`src/rtl/axi_lite_lsu.sv`:
```
// Load/store unit: one EXU request at a time, run as a single AXI4-Lite read or write.
// Optional build macro LSU_MISALIGN_CHECK_EN: misaligned accesses fail without bus traffic.
module axi_lite_lsu #(
    parameter int ADDR_W = 32,
    parameter int DATA_W = 32
) (
    input  logic                  clk,
    input  logic                  rst,
    input  logic                  req_valid,
    output logic                  req_ready,
    input  logic                  req_wen,
    input  logic [ADDR_W-1:0]     req_addr,
    input  logic [1:0]            req_size,
    input  logic                  req_sext,
    input  logic [DATA_W-1:0]     req_wdata,
    output logic                  resp_valid,
    output logic [DATA_W-1:0]     resp_rdata,
    output logic                  resp_err,
    output logic [ADDR_W-1:0]     araddr,
    output logic                  arvalid,
    input  logic                  arready,
    input  logic [DATA_W-1:0]     rdata,
    input  logic [1:0]            rresp,
    input  logic                  rvalid,
    output logic                  rready,
    output logic [ADDR_W-1:0]     awaddr,
    output logic                  awvalid,
    input  logic                  awready,
    output logic [DATA_W-1:0]     wdata,
    output logic [DATA_W/8-1:0]   wstrb,
    output logic                  wvalid,
    input  logic                  wready,
    input  logic [1:0]            bresp,
    input  logic                  bvalid,
    output logic                  bready
);
    localparam int NBYTE = DATA_W / 8;
    localparam int OFS_W = $clog2(NBYTE);

    typedef enum logic [2:0] {S_IDLE, S_AR, S_R, S_AWW, S_B, S_RESP} state_t;

    state_t              state, state_next;
    logic                wen_q, sext_q;
    logic [1:0]          size_q;
    logic [OFS_W-1:0]    ofs_q;
    logic [ADDR_W-1:0]   addr_q;
    logic [DATA_W-1:0]   wdata_q;
    logic                aw_done_q, w_done_q, aw_done_next, w_done_next;
    logic [DATA_W-1:0]   rdata_q, rdata_next;
    logic                err_q, err_next;

    logic [OFS_W-1:0]    low_mask;
    logic                size_bad, reject;
    logic [DATA_W-1:0]   rd_shift, load_ext;
    logic                sign;
    logic [NBYTE-1:0]    strb_base;

    // Offset bits below the access size; nonzero there means misaligned.
    always_comb begin
        low_mask = '0;
        for (int i = 0; i < OFS_W; i++) low_mask[i] = (i < int'(req_size));
    end

    assign size_bad = (DATA_W == 32) && (req_size == 2'd3);

`ifdef LSU_MISALIGN_CHECK_EN
    logic misalign;
    assign misalign = |(req_addr[OFS_W-1:0] & low_mask);
    assign reject   = size_bad | misalign;
`else
    assign reject   = size_bad;
`endif

    always_ff @(posedge clk) begin
        if (req_valid && req_ready) begin
            wen_q   <= req_wen;
            sext_q  <= req_sext;
            size_q  <= req_size;
            ofs_q   <= req_addr[OFS_W-1:0] & ~low_mask;
            addr_q  <= {req_addr[ADDR_W-1:OFS_W], {OFS_W{1'b0}}};
            wdata_q <= req_wdata;
        end
    end

    // Read lane extraction and sign/zero extension.
    assign rd_shift = rdata >> {ofs_q, 3'b000};

    always_comb begin
        case (size_q)
            2'd0:    sign = rd_shift[7];
            2'd1:    sign = rd_shift[15];
            2'd2:    sign = rd_shift[31];
            default: sign = rd_shift[DATA_W-1];
        endcase
        load_ext = '0;
        for (int i = 0; i < DATA_W; i++)
            load_ext[i] = (i < (8 << size_q)) ? rd_shift[i] : (sext_q & sign);
    end

    always_comb begin
        strb_base = '0;
        for (int i = 0; i < NBYTE; i++) strb_base[i] = (i < (1 << size_q));
    end

    assign wstrb = strb_base << ofs_q;
    assign wdata = wdata_q << {ofs_q, 3'b000};

    always_ff @(posedge clk) begin
        if (rst) begin
            state     <= S_IDLE;
            aw_done_q <= 1'b0;
            w_done_q  <= 1'b0;
            rdata_q   <= '0;
            err_q     <= 1'b0;
        end else begin
            state     <= state_next;
            aw_done_q <= aw_done_next;
            w_done_q  <= w_done_next;
            rdata_q   <= rdata_next;
            err_q     <= err_next;
        end
    end

    always_comb begin
        state_next   = state;
        rdata_next   = rdata_q;
        err_next     = err_q;
        aw_done_next = aw_done_q;
        w_done_next  = w_done_q;
        case (state)
            S_IDLE: begin
                if (req_valid) begin
                    rdata_next   = '0;
                    err_next     = reject;
                    aw_done_next = 1'b0;
                    w_done_next  = 1'b0;
                    if (reject)       state_next = S_RESP;
                    else if (req_wen) state_next = S_AWW;
                    else              state_next = S_AR;
                end
            end
            S_AR: if (arready) state_next = S_R;
            S_R: begin
                if (rvalid) begin
                    rdata_next = (rresp == 2'b00) ? load_ext : '0;
                    err_next   = (rresp != 2'b00);
                    state_next = S_RESP;
                end
            end
            S_AWW: begin
                aw_done_next = aw_done_q | awready;
                w_done_next  = w_done_q | wready;
                if (aw_done_next && w_done_next) state_next = S_B;
            end
            S_B: begin
                if (bvalid) begin
                    err_next   = (bresp != 2'b00);
                    state_next = S_RESP;
                end
            end
            S_RESP:  state_next = S_IDLE;
            default: state_next = S_IDLE;
        endcase
    end

    assign req_ready  = (state == S_IDLE);
    assign araddr     = addr_q;
    assign awaddr     = addr_q;
    assign arvalid    = (state == S_AR);
    assign rready     = (state == S_R);
    assign awvalid    = (state == S_AWW) && !aw_done_q;
    assign wvalid     = (state == S_AWW) && !w_done_q;
    assign bready     = (state == S_B);
    assign resp_valid = (state == S_RESP);
    assign resp_rdata = rdata_q;
    assign resp_err   = err_q;

    // wen_q is kept for debug visibility of the latched request.
    logic unused_ok;
    assign unused_ok = wen_q;
endmodule

```
`config.mk`:
```
export PLATFORM = sky130hd
export DESIGN_NAME = axi_lite_lsu
export DESIGN_NICKNAME = d
export VERILOG_FILES = /design/src/rtl/axi_lite_lsu.sv
export SDC_FILE = /design/constraint.sdc
export NUM_CORES = 1
export LEC_CHECK = 0
export ABC_AREA = 1
export CAP_MARGIN = 20
export CORE_MARGIN = 8
export CORE_UTILIZATION = 41
export CTS_CLUSTER_SIZE = 30
export DETAILED_ROUTE_END_ITERATION = 8
export MAX_ROUTING_LAYER = met4
export PLACE_DENSITY = 0.82
export SLEW_MARGIN = 10
export SYNTH_ARGS = -nofsm -noshare
export SYNTH_HDL_FRONTEND = slang
export SYNTH_SLANG_ARGS = --single-unit
```
`constraint.sdc`:
```
create_clock -name clk -period 3.49 [get_ports clk]
set_clock_uncertainty 0.2 [all_clocks]
set_input_delay 0.5235 -clock clk [delete_from_list [all_inputs] [get_ports clk]]
set_output_delay 0.5235 -clock clk [all_outputs]
set_load 0.02 [all_outputs]
```
# After elaboration in Yosys (flattened, before gate mapping)
# Cells that the tools add are included.
[op_classes]
n_bitwise = 5
reduce_logical = 18
n_eq_ne = 12
n_mux = 52
shifts = 5
n_lt_le_gt_ge = 38
[ops]
columns = ["cell", "count"]
rows = [
  ["6-bit by 32-bit less-than comparator with 1-bit output, first input constant", 16],
  ["5-bit by 32-bit less-than comparator with 1-bit output, first input constant", 8],
  ["3-bit by 32-bit less-than comparator with 1-bit output, first input constant", 4],
  ["4-bit by 32-bit less-than comparator with 1-bit output, first input constant", 4],
  ["32-bit 2-to-1 mux", 3],
  ["1-bit by 32-bit less-than comparator with 1-bit output, first input constant", 2],
  ["2-bit by 32-bit less-than comparator with 1-bit output, first input constant", 2],
  ["32-bit case mux with 2 select lines", 1],
  ["1-bit 2-to-1 mux", 36],
  ["1-bit by 2-bit left shift with 32-bit output, first input constant", 1],
  ["32-bit by 5-bit left shift with 32-bit output", 1],
  ["4-bit by 2-bit left shift with 32-bit output, first input constant", 1],
  ["32-bit by 5-bit >> shifter with 32-bit output", 1],
  ["3-bit 2-to-1 mux", 6],
  ["3-bit case mux with 5 select lines", 1],
  ["2-bit inequality test, second input constant", 4],
  ["2-bit nonzero test", 4],
  ["3-bit by 2-bit == test with 1-bit output, second input constant", 2],
  ["3-bit == test, second input constant", 2],
  ["1-bit case mux with 2 select lines", 3],
  ["5-bit AND reduction", 1],
  ["1-bit logical AND", 4],
  ["2-bit logical NOT", 2],
  ["1-bit by 2-bit less-than comparator with 1-bit output, first input constant", 2],
  ["other kinds (17)", 19],
]
[totals]
output_inout_bits = 140
input_bits = 112
word_cells = 140
register_bits = 105

# Depth between registers and ports, before layout
[depth]
ltp_word = 7
depth_mapped = 10
mapped_depth_nobuf = 9

# Least setup slack after synthesis
# No wires, ideal clock.
[synth_timing]
path_kind = "reg-to-reg"
startpoint = "reg state[1]"
endpoint = "reg addr_q[10] (netlist: araddr[10]), enable pin"
t_required_ns = 2.869
setup_ns = 0.421
path_buffers = 0
path_slack_ns = 0.749
arrival_ns = 2.120
synth_period_minus_slack_ns = 2.741
path_stages_with_launch = 6
path_cell_list = "dfxtp_1 inv_1 nand2_2 nor2_4 nand2_4 inv_1"
[synth_between]
elab_chain_len = 2
[synth_lines]
columns = ["element", "line", "text"]
rows = [
  ["from (decl)", "42", "state_t state, state_next;"],
  ["from (signal assigned)", "116", "state <= state_next;"],
  ["3-bit logical NOT", "166", "assign req_ready = (state == S_IDLE);"],
  ["net req_ready", "10", "output logic req_ready,"],
  ["1-bit logical AND", "75", "if (req_valid && req_ready) begin"],
  ["to (signal assigned)", "80", "addr_q <= {req_addr[ADDR_W-1:OFS_W], {OFS_W{1'b0}}};"],
  ["to (decl)", "46", "logic [ADDR_W-1:0] addr_q;"],
]
# The timed path passes the listed nets, and every way through them passes these cells.
# A chain may end at the register's enable or synchronous reset.

# Worst setup path in the final report
[layout_timing]
startpoint = "reg size_q[1]"
endpoint = "out wstrb[3]"
[layout_between]
elab_chain_len = 3
word_cells_on_any_way = 6
cone_classes = "4 x order compare; 2 x shift"
[layout_lines]
columns = ["element", "line", "text"]
rows = [
  ["from (decl)", "44", "logic [1:0] size_q;"],
  ["from (signal assigned)", "78", "size_q <= req_size;"],
  ["1-bit by 2-bit left shift with 32-bit output (*)", "102", "for (int i = 0; i < NBYTE; i++) strb_base[i] = (i < (1 << size_q));"],
  ["1-bit by 32-bit less-than comparator with 1-bit output, or another cell as far along", "102", ""],
  ["4-bit by 2-bit left shift with 4-bit output (*)", "105", "assign wstrb = strb_base << ofs_q;"],
  ["to (decl)", "30", "output logic [DATA_W/8-1:0] wstrb,"],
]
# Mark *: on every way between the ends. The rest lies on a longest branch, timed or not.

==> flow_metrics.tcl <==
set metrics [dict create \
    finalSetupViolCount 0 \
    seq_power_share_pct 34.1 \
    post-cts-setup-buffers 0 \
    p_int_w 0.00311 \
    ys_types 31 \
    vias 4882 \
    startpoint "size_q[1]" \
    yosysWarningCount 0 \
    final_cell_mix "clkdlybuf4s50_1 (247), nand2_1 (128), edfxtp_1 (67)" \
    reg2reg_from "ofs_q[0]" \
    regArea_mm2 0.00277 \
    drtPass1Iterations 5 \
    crit_fanout 12 \
    layout-drive-gt1-share_pct 6.31 \
    grt_max_degree 68 \
    finalHoldViolations 0 \
    cts-resized-gates 0 \
    critical_path_required_ns 2.77 \
    worstSkewPairLatency_ns 0.35 \
    status "finished clean" \
    grt_pass1_vias 4838 \
    ctsHoldBuffers 0 \
    dieArea_mm2 0.0163 \
    antenna_found_initial 1 \
    syn_area_per_cell_um2 8.72 \
    synth.cell_area_mm2 0.00511 \
    crit_chain "clkinv_1, a22oi_1, clkdlybuf4s50_1" \
    wl_per_cell_um 19.0 \
    clkSlewWorstSetupHoldPaths_ns 0.07 \
    stdcell_area_mm2 0.00775 \
    start_util_pct 42.2 \
    synth_flop_cell "edfxtp_1" \
    die_x_um 128 \
    syn2layout_area_growth_pct 51.8 \
    postSynth.asyncResetShare_pct 0 \
    cts_sinks 105 \
    core_mm2 0.0121 \
    fin_ws_ns 0.358 \
    drv_slew 0 \
    ys_ff_latch 105 \
    synthCells 586 \
    ant_nets 0 \
    dp_hpwl_mm 14.2 \
    htree_num_levels 3 \
    mostFrequentLayoutCell "clkdlybuf4s50_1" \
    tightest_slew_ns 0.823 \
    hold_start "resp_rdata[11]" \
    drt_drc_violations_left 0 \
    multiInputGateArea_mm2 0.00177 \
    ctsLongestPathBuffers 2 \
    p_per_area_mw_per_mm2 660 \
    drt_wl_total_mm 18.3 \
    drt-initial-drc-count 525 \
    setup_tns_ns 0 \
    grtUsageTotal_pct 22.8 \
    end_kind "output port" \
    grt.overflow.total 0 \
    root_buffer "clkbuf_16" \
    relSlewSlack_pct 45.0 \
    drt-vias-per-instance 5.07 \
    crit_slowest_cell "clkdlybuf4s50_1" \
    nets 900 \
    fin_crit_sh_pct 89.7 \
    numPortBuffers 247 \
    tritoncts "built" \
    crit_arrival_ns 2.41 \
    rows 40 \
    clockPowerShare_pct 20.6 \
    p_leak_nw 2.93 \
    cp-start-kind "flop" \
    p_switching_w 0.00201 \
    fmax_mhz 319 \
    post-route-util_pct 64.0 \
    ys_seq_area_share_pct 54.3 \
    rsz0062_at_grt "no" \
    max_cap_violations 0 \
    synth-edff-count 67 \
    combPwrFrac_pct 45.3 \
    final.fill_count 1017 \
    gp_congestion 0.968 \
    grt_pass1_wl_mm 27.8 \
    pre_cts_ws_ns 0.782 \
    min_period_ns 3.13 \
    place_area_mm2 0.00744 \
    ir_worst_vdd_v 0.000439 \
    die_y_um 128 \
    cts_made_buffers 9 \
    io_pins 252 \
    netSwitchingFraction_pct 39.2 \
    slowest_delay_ns 0.66 \
    hold_path.class "flop to flop" \
    worst-setup-path-type "flop to output port" \
]
-- cell type report --
class	instances	area share, %
clock inverter	5	0.871
timing repair buffer	252	32.5
inverter	45	2.18
multi-input combinational	375	22.8
sequential	105	35.8
antenna	1	0.0323
clock buffer	11	3.13
tap	168	2.71
-- worst max-delay path, delay by kind of cell, from the launching register on --
family / cells / cell delay (ns)
buffers and inverters: 2 / 1.12
DFF: 1 / 0.61
AOI/OAI and AO/OA: 1 / 0.33
-- flip-flops by register name, indices dropped and copies added, names as in the netlist --
name        flops
size_q          2
ofs_q           2
resp_rdata     32
sext_q          1
araddr         30
wdata_q        32
resp_err        1
state           3
w_done_q        1
aw_done_q       1
-- kinds of logic (layout without fill, tap and decap cells) --
logic type / Yosys count / after routing / share of synthesized area [%]
simple gates: 235 / 235 / 19.7
compound gates: 136 / 136 / 14.6
buf+inv: 109 / 313 / 11.4
flops: 105 / 105 / 54.3
other cells: 1 / 5 / 0.0734
-- power groups by stage --
stage / Combinational, W / Sequential (W) / Clock [W]
final: 0.00232 / 0.00175 / 0.00105
after global routing: 0.00247 / 0.00177 / 0.00113
after CTS: 0.00231 / 0.00175 / 0.00108
after detailed placement: 0.00230 / 0.00177 / 0
after global placement: 0.00227 / 0.00177 / 0
after floorplan: 0.00126 / 0.00185 / 0
-- path summary, 6_finish.rpt --
check / to / slack [ns] / depth (start not counted)
worst max-delay path: wstrb[3] / 0.36 / 3
worst max register to register: resp_rdata[12] / 1.07 / 10
worst min register to register: resp_rdata[11] / 0.27 / 2
worst min-delay path: resp_rdata[11] / 0.27 / 2
-- metal layers --
metal | routed length (µm) | global-route usage [%] | part of all wire [%] | vias to the layer above
met4 | 442 | 7.41 | 2.4 | 0
met1 | 7020 | 25.7 | 38 | 2317
met2 | 9330 | 38.1 | 51 | 221
met5 | 0 | - | 0 | -
li1 | - | - | - | 2317
met3 | 1530 | 6.91 | 8.3 | 27
-- per-stage QoR --
| step | hold WS [ns] | cells | power (W) |
|---|---|---|---|
| 5_1_grt | 0.286 | 962 | 0.00537 |
| 6_report | 0.266 | 962 | 0.00512 |
| 4_1_cts | 0.268 | 961 | 0.00514 |
| 2_1_floorplan | 0.263 | 589 | 0.00312 |
| 3_3_place_gp | 0.254 | 945 | 0.00404 |
| 3_5_place_dp | 0.257 | 945 | 0.00407 |
-- cells in the mapped netlist (2+ instances only) --
cell      count  area share (%)
a21oi_1      59             5.8
a21oi_2       2            0.34
a22oi_1       9             1.3
buf_1         2            0.15
buf_2        14             1.4
buf_4        35             5.1
buf_6         3            0.66
clkbuf_1     10            0.73
dfxtp_1      38              15
edfxtp_1     67              39
inv_1        38             2.8
inv_2         6            0.44
nand2_1     128             9.4
nand2_2       3            0.37
nand2_4       5             1.1
nand3_1      17             1.7
nor2_1       66             4.8
nor2_2        8            0.98
nor2_4        3            0.66
o211ai_1      6            0.88
o21ai_0      51             5.0
o22ai_1       5            0.61
o32ai_1       3            0.51
Power figures use the tool's default switching activity.
